`src/rtl/jpeg_enc_pkg.sv`:
```
// rtl/jpeg_enc_pkg.sv - shared constants, FSM state type and width helper for the JPEG entropy packer
package jpeg_enc_pkg;

    localparam logic [7:0] JPEG_STUFF_TRIGGER = 8'hFF;
    localparam logic [7:0] JPEG_STUFF_BYTE    = 8'h00;

    localparam int JPEG_MAX_LEN = 32;
    localparam int JPEG_ACC_W   = 64;
    localparam int JPEG_CNT_W   = $clog2(JPEG_ACC_W + 1);

    typedef enum logic [1:0] {
        RUN   = 2'd0,
        STUFF = 2'd1,
        FLUSH = 2'd2,
        DONE  = 2'd3
    } jpeg_state_e;

    // Bit-count field must represent the full accumulator occupancy, ACC_W inclusive.
    function automatic int jpeg_cnt_width(input int acc_w);
        return $clog2(acc_w + 1);
    endfunction

endpackage

```
`src/rtl/jpeg_byte_stuffer.sv`:
```
// rtl/jpeg_byte_stuffer.sv - one-entry output byte register that follows every 0xFF with a 0x00
module jpeg_byte_stuffer
    import jpeg_enc_pkg::*;
(
    input  logic       clock,
    input  logic       reset,
    input  logic [7:0] s_tdata,
    input  logic       s_tvalid,
    output logic       s_tready,
    output logic [7:0] out_byte,
    output logic       out_valid,
    input  logic       out_ready,
    output logic       slot_free,
    output logic       stuff_pending
);

    assign slot_free = !out_valid || out_ready;
    assign s_tready  = slot_free && !stuff_pending;

    // A pending stuff byte owns the next free slot ahead of any new data byte.
    always_ff @(posedge clock) begin
        if (reset) begin
            out_valid     <= 1'b0;
            out_byte      <= 8'h00;
            stuff_pending <= 1'b0;
        end else if (slot_free) begin
            if (stuff_pending) begin
                out_valid     <= 1'b1;
                out_byte      <= JPEG_STUFF_BYTE;
                stuff_pending <= 1'b0;
            end else if (s_tvalid) begin
                out_valid     <= 1'b1;
                out_byte      <= s_tdata;
                stuff_pending <= (s_tdata == JPEG_STUFF_TRIGGER);
            end else begin
                out_valid <= 1'b0;
            end
        end
    end

endmodule

```
`src/rtl/jpeg_bitstream_packer.sv`:
```
// rtl/jpeg_bitstream_packer.sv - packs variable-length code words MSB-first into a stuffed byte stream
module jpeg_bitstream_packer
    import jpeg_enc_pkg::*;
#(
    parameter int   MAX_LEN = JPEG_MAX_LEN,
    parameter int   ACC_W   = JPEG_ACC_W,
    parameter logic PAD_BIT = 1'b1
) (
    input  logic               clock,
    input  logic               reset,
    input  logic               in_valid,
    output logic               in_ready,
    input  logic [MAX_LEN-1:0] in_bits,
    input  logic [5:0]         in_len,
    input  logic               in_flush,
    output logic               out_valid,
    input  logic               out_ready,
    output logic [7:0]         out_byte,
    output logic               flush_done,
    output logic               busy
);

    localparam int               CNT_W     = jpeg_cnt_width(ACC_W);
    localparam logic [5:0]       MAX_LEN_L = 6'(MAX_LEN);
    localparam logic [CNT_W-1:0] ACC_W_C   = CNT_W'(ACC_W);
    localparam logic [CNT_W-1:0] IN_LIMIT  = CNT_W'(ACC_W - MAX_LEN);
    localparam logic [CNT_W-1:0] EIGHT     = CNT_W'(8);

    jpeg_state_e        state, state_next, saved_state, saved_next;
    logic [ACC_W-1:0]   acc, acc_sum, acc_next;
    logic [CNT_W-1:0]   cnt, cnt_sum, cnt_next, shamt;
    logic [5:0]         len_c;
    logic [MAX_LEN-1:0] bits_m;
    logic [7:0]         s_tdata, pad_byte;
    logic               accept, byte_avail, pad_avail;
    logic               s_tvalid, s_tready, fire, slot_free, stuff_pending;

    assign len_c  = (in_len > MAX_LEN_L) ? MAX_LEN_L : in_len;
    assign bits_m = in_bits & ~({MAX_LEN{1'b1}} << len_c);
    assign accept = in_valid && in_ready;
    assign shamt  = ACC_W_C - cnt - CNT_W'(len_c);

    jpeg_byte_stuffer u_stuffer (
        .clock         (clock),
        .reset         (reset),
        .s_tdata       (s_tdata),
        .s_tvalid      (s_tvalid),
        .s_tready      (s_tready),
        .out_byte      (out_byte),
        .out_valid     (out_valid),
        .out_ready     (out_ready),
        .slot_free     (slot_free),
        .stuff_pending (stuff_pending)
    );

    // Bits below cnt are always zero, so padding is a plain OR of the fill pattern.
    always_comb begin
        byte_avail = (state == RUN || state == FLUSH) && (cnt >= EIGHT);
        pad_avail  = (state == FLUSH) && (cnt != '0) && (cnt < EIGHT);
        pad_byte   = acc[ACC_W-1 -: 8] | ({8{PAD_BIT}} >> cnt);
        s_tvalid   = byte_avail || pad_avail;
        s_tdata    = byte_avail ? acc[ACC_W-1 -: 8] : pad_byte;
        fire       = s_tvalid && s_tready;
        acc_sum    = accept ? (acc | (ACC_W'(bits_m) << shamt)) : acc;
        cnt_sum    = accept ? (cnt + CNT_W'(len_c)) : cnt;
        acc_next   = acc_sum;
        cnt_next   = cnt_sum;
        if (fire && byte_avail) begin
            acc_next = acc_sum << 8;
            cnt_next = cnt_sum - EIGHT;
        end else if (fire) begin
            acc_next = '0;
            cnt_next = '0;
        end
    end

    always_ff @(posedge clock) begin
        if (reset) begin
            state       <= RUN;
            saved_state <= RUN;
            acc         <= '0;
            cnt         <= '0;
        end else begin
            state       <= state_next;
            saved_state <= saved_next;
            acc         <= acc_next;
            cnt         <= cnt_next;
        end
    end

    always_comb begin
        state_next = state;
        saved_next = saved_state;
        case (state)
            RUN: begin
                if (fire && s_tdata == JPEG_STUFF_TRIGGER) begin
                    state_next = STUFF;
                    saved_next = (accept && in_flush) ? FLUSH : RUN;
                end else if (accept && in_flush) begin
                    state_next = FLUSH;
                end
            end
            STUFF: begin
                if (slot_free) state_next = saved_state;
            end
            FLUSH: begin
                if (fire && s_tdata == JPEG_STUFF_TRIGGER) begin
                    state_next = STUFF;
                    saved_next = FLUSH;
                end else if (cnt == '0 && !stuff_pending && slot_free) begin
                    state_next = DONE;
                end
            end
            DONE:    state_next = RUN;
            default: state_next = RUN;
        endcase
    end

    always_comb begin
        in_ready   = !reset && (state == RUN) && (cnt <= IN_LIMIT);
        flush_done = !reset && (state == DONE);
        busy       = (cnt != '0) || out_valid || (state != RUN);
    end

    assert property (@(posedge clock) disable iff (reset) in_valid |-> (in_len <= MAX_LEN_L));

endmodule

```
`config.mk`:
```
export PLATFORM = sky130hd
export DESIGN_NAME = jpeg_bitstream_packer
export DESIGN_NICKNAME = d
export VERILOG_FILES = /design/src/rtl/jpeg_enc_pkg.sv /design/src/rtl/jpeg_byte_stuffer.sv /design/src/rtl/jpeg_bitstream_packer.sv
export SDC_FILE = /design/constraint.sdc
export NUM_CORES = 1
export LEC_CHECK = 0
export CAP_MARGIN = 25
export CORE_ASPECT_RATIO = 0.9
export CORE_MARGIN = 2
export CORE_UTILIZATION = 60
export DETAILED_ROUTE_END_ITERATION = 16
export PLACE_DENSITY = 0.83
export REMOVE_ABC_BUFFERS = 1
export SLEW_MARGIN = 5
export SYNTH_ARGS = -nofsm -noshare
export SYNTH_HDL_FRONTEND = slang
export SYNTH_SLANG_ARGS = --single-unit
```
`constraint.sdc`:
```
create_clock -name clock -period 5.35 [get_ports clock]
set_clock_uncertainty 0.15 [all_clocks]
set_input_delay 1.07 -clock clock [delete_from_list [all_inputs] [get_ports clock]]
set_output_delay 1.07 -clock clock [all_outputs]
set_load 0.05 [all_outputs]
```
==> summary.md <==
| Metric | Value |
|---|---|
| Worst-path clk slew | `60 ps` |
| Run status | `completed` |
| Residual DRC count | `0` |
| 1st-pass router iterations | `6` |
| Die Width | `122 um` |
| Cell count after placement | `1227` |
| Setup TNS | `0 ps` |
| Starting Density | `0.616` |
| Post-route ant nets | `0` |
| Crit-path max cell delay | `970 ps` |
| Longest Clk Path Bufs | `2` |
| Vias per inst | `7.36` |
| Clock Tree Root | `clkbuf_16` |
| Post-synthesis sequential area ratio | `0.225` |
| GRT Util Overall | `0.442` |
| Area of the multi-input gates | `5320 um2` |
| Global Route met3 Usage | `0.142` |
| I/O pin cnt | `55` |
| Share of cells above drive strength 1 | `0.150` |
| Asr flop ratio synth | `0` |
| Worst reg2reg path depth | `12` |
| Global-route met2 utilization | `0.659` |
| Unrepaired setup endpoints after global routing | `false` |
| Fill cells | `1022` |
| Max Freq | `192 MHz` |
| Layout Cells excl Fill | `1246` |
| Element type at the critical path end | `register` |
| Most used DFF post-synth | `dfxtp_1` |
| Die Area | `13400 um2` |
| Initial antenna violation count | `0` |
| Hold crit path type | `register to register` |
| Crit path max-delay family | `simple AND/OR/NAND/NOR gates` |
| Port bufs | `54` |
| Post-synth EDFFs | `0` |
| Die Y | `110 um` |
| Hold path depth | `2` |
| Synth Instances | `1003` |
| Core footprint | `12100 um2` |
| Critical path class | `primary input to register` |
| Required @ worst endpoint | `5470 ps` |
| Final slew viol count | `0` |
| Worst slew pin tran | `1130 ps` |
| Global routing's busiest layer | `met2` |
| Final hold viol count | `0` |
| Leak pwr | `0.00328 uW` |
| Avg Cell Area, Syn | `7.45 um2` |
| Sink Count | `84` |
| Crit share post-route | `0.975` |
| Top cell type by total area after synthesis | `dfxtp_1` |
| Share of Yosys cell area claimed by the top area cell type | `0.225` |
| Row cnt | `38` |
| Crit path DAT | `5330 ps` |
| TritonCTS clock tree | `yes` |
| Gpl congestion | `1.08` |
| Dpl cell area | `8570 um2` |
| Yosys reg bits | `84` |
| Vias in the first global route | `8337` |
| M1 GR Usage | `0.598` |
| Slowest CP cell | `nor3_1` |
| Global-route wire length before repair | `45900 um` |
| N_diodes | `0` |
| TritonCTS buffer count | `9` |
| Clk Latency, worst-skew pair | `340 ps` |
| Routed WL per cell | `23.7 um` |
| CP bufs+invs | `3` |
| Sequential cell area | `1680 um2` |
| Initial DRC Count | `1371` |
| Worst Path Max Fanout | `7` |
| # setup viols final | `0` |
| Critical path cell sequence | `clkdlybuf4s50_1 -> nor2b_1 -> ha_1 -> inv_1 -> ha_1 -> inv_1 -> fa_1 -> nand2b_1 -> a21oi_1 -> xnor2_1 -> nor3_1 -> a22oi_1 -> o32ai_1 -> nor4_1 -> o22ai_1` |
| Total global routing overflow | `0` |
| Via count | `9167` |
| Synth area leaders | `dfxtp_1, nor2_1, a21oi_1` |
| Startpoint Class | `primary input` |
| # nets final | `1144` |
| Worst vdd ir | `0.000321 V` |
| Number of max-cap violations | `0` |
| Total Wirelength | `29500 um` |
| Cell area power density | `661 nW/um2` |
| Slew headroom | `0.243` |
| Final instance area | `8930 um2` |
| Worst path depth | `15` |
| Tot Pwr | `5900 uW` |
| Pin count of the biggest net entering global routing | `41` |
| Tmin final | `5210 ps` |
| H-tree Lvls | `3` |
| Syn. warnings | `0` |
| HPWL after detailed placement | `22300 um` |
| Area growth from synthesis to layout | `19.5%` |
| Synth unique cells | `96` |
| Post-Syn Area | `7470 um2` |
[metrics by stage]
| stage | hold slack (ps) | util | worst slack, ps |
|---|---|---|---|
| after floorplan | 266 | - | -681 |
| after global placement | 279 | 0.707 | 95.4 |
| after detailed placement | 282 | 0.707 | -36.3 |
| after CTS | 291 | 0.732 | 299 |
| after global routing | 314 | 0.736 | 3.00 |
| final | 292 | 0.736 | 136 |
[final cells by class]
cell class / count / share of cell area
Multi-Input combinational cell: 806 / 0.595
Tap cell: 160 / 0.0224
Clock inverter: 7 / 0.00813
Inverter: 30 / 0.0126
Clock buffer: 9 / 0.0252
Timing Repair Buffer: 150 / 0.148
Sequential cell: 84 / 0.188
[cell usage in the layout, fill, tap and decap left out, drive strengths merged, types with 6 or more instances in the layout]
master / netlist / layout
a31oi: 18 / 18
o221ai: 6 / 6
dfxtp: 84 / 84
o2bb2ai: 11 / 11
o21ai: 60 / 60
a211o: 8 / 8
o211ai: 14 / 14
o32ai: 10 / 10
inv: 28 / 30
ha: 18 / 18
nand2b: 8 / 8
a21oi: 83 / 83
a211oi: 26 / 26
mux2i: 24 / 24
o21a: 8 / 8
a21o: 10 / 10
or2: 8 / 8
nor4: 11 / 11
o31ai: 11 / 11
a22oi: 9 / 9
nand2: 83 / 83
a2111oi: 15 / 15
buf: 39 / 96
nor3: 33 / 33
a22o: 8 / 8
mux2: 9 / 9
a221oi: 16 / 16
nor2b: 7 / 7
o22ai: 57 / 57
clkbuf: 44 / 9
nand3: 28 / 28
nand4: 7 / 7
nor2: 117 / 117
clkdlybuf4s50: 0 / 54
[flip-flops by register name, summed over array words and instances (netlist names)]
| register | flops |
|---|---|
| acc | 64 |
| u_stuffer.out_byte | 8 |
| cnt | 7 |
| state | 2 |
| saved_state | 1 |
| u_stuffer.out_valid | 1 |
| u_stuffer.stuff_pending | 1 |
[worst min-delay path: cells and delay by family, from the launching register on]
family | cells | cell delay (ps)
and+or+nand+nor | 2 | 90
DFF | 1 | 310
[cell usage after synthesis, types with 5 or more instances]
| cell | instances |
|---|---|
| nand2_1 | 82 |
| a2111oi_0 | 12 |
| nand4_1 | 6 |
| nor3_1 | 32 |
| o32ai_1 | 10 |
| o2bb2ai_1 | 10 |
| clkbuf_1 | 44 |
| a22o_1 | 8 |
| buf_6 | 6 |
| o311ai_0 | 5 |
| mux2_2 | 7 |
| o31ai_1 | 9 |
| xnor2_1 | 5 |
| nor4_1 | 8 |
| buf_2 | 25 |
| o221ai_1 | 6 |
| nand2b_1 | 8 |
| o22ai_1 | 57 |
| a22oi_1 | 8 |
| mux2i_1 | 24 |
| dfxtp_1 | 84 |
| ha_1 | 18 |
| a221oi_1 | 15 |
| a311oi_1 | 5 |
| inv_1 | 28 |
| nor2b_1 | 7 |
| buf_4 | 5 |
| and3_1 | 5 |
| a31oi_1 | 18 |
| o21a_1 | 8 |
| a211oi_1 | 24 |
| a211o_1 | 7 |
| nand3_1 | 28 |
| a21oi_1 | 81 |
| a21o_1 | 10 |
| o21ai_0 | 55 |
| nor2_1 | 115 |
| o211ai_1 | 13 |
[power by group]
part / internal, uW / switching [uW] / leakage, uW
registers: 750 / 89.4 / 0.000681
clock network: 363 / 269 / 0.000142
logic: 1590 / 2840 / 0.00246
[layer usage]
metal  routed length (um)  share of wire  vias to the layer above
met5                    0              0                        -
met4                 1140          0.039                        0
met3                 4110           0.14                      123
met2                12400           0.42                      708
met1                11800           0.40                     4290
li1                     -              -                     4046
[what timing repair did]
action,in CTS,in global routing
hold buffers,0,0
setup endpoints to repair,0,5
endpoints found under the hold margin,0,0
resized for setup,0,3
setup buffers,0,2
[logic make-up (layout without fill, tap and decap cells)]
family	count (synthesis)	in the layout	synth area share
compound gates	410	410	0.388
simple gates	330	330	0.213
buf+inv	113	196	0.0695
flops	84	84	0.225
mux	37	37	0.0583
fa+ha+maj	20	20	0.0355
xor+xnor	9	9	0.0106
[final timing paths]
| path | startpoint | endpoint | slack, ps |
|---|---|---|---|
| setup / recovery | in_len[5] | acc[37]$_SDFF_PP0_ | 140 |
| hold / removal | acc[30]$_SDFF_PP0_ | acc[30]$_SDFF_PP0_ | 290 |
| setup reg to reg | cnt[2]$_SDFF_PP0_ | acc[37]$_SDFF_PP0_ | 1230 |
| hold reg to reg | acc[30]$_SDFF_PP0_ | acc[30]$_SDFF_PP0_ | 290 |
No activity file was read; power rests on OpenSTA's default activity.
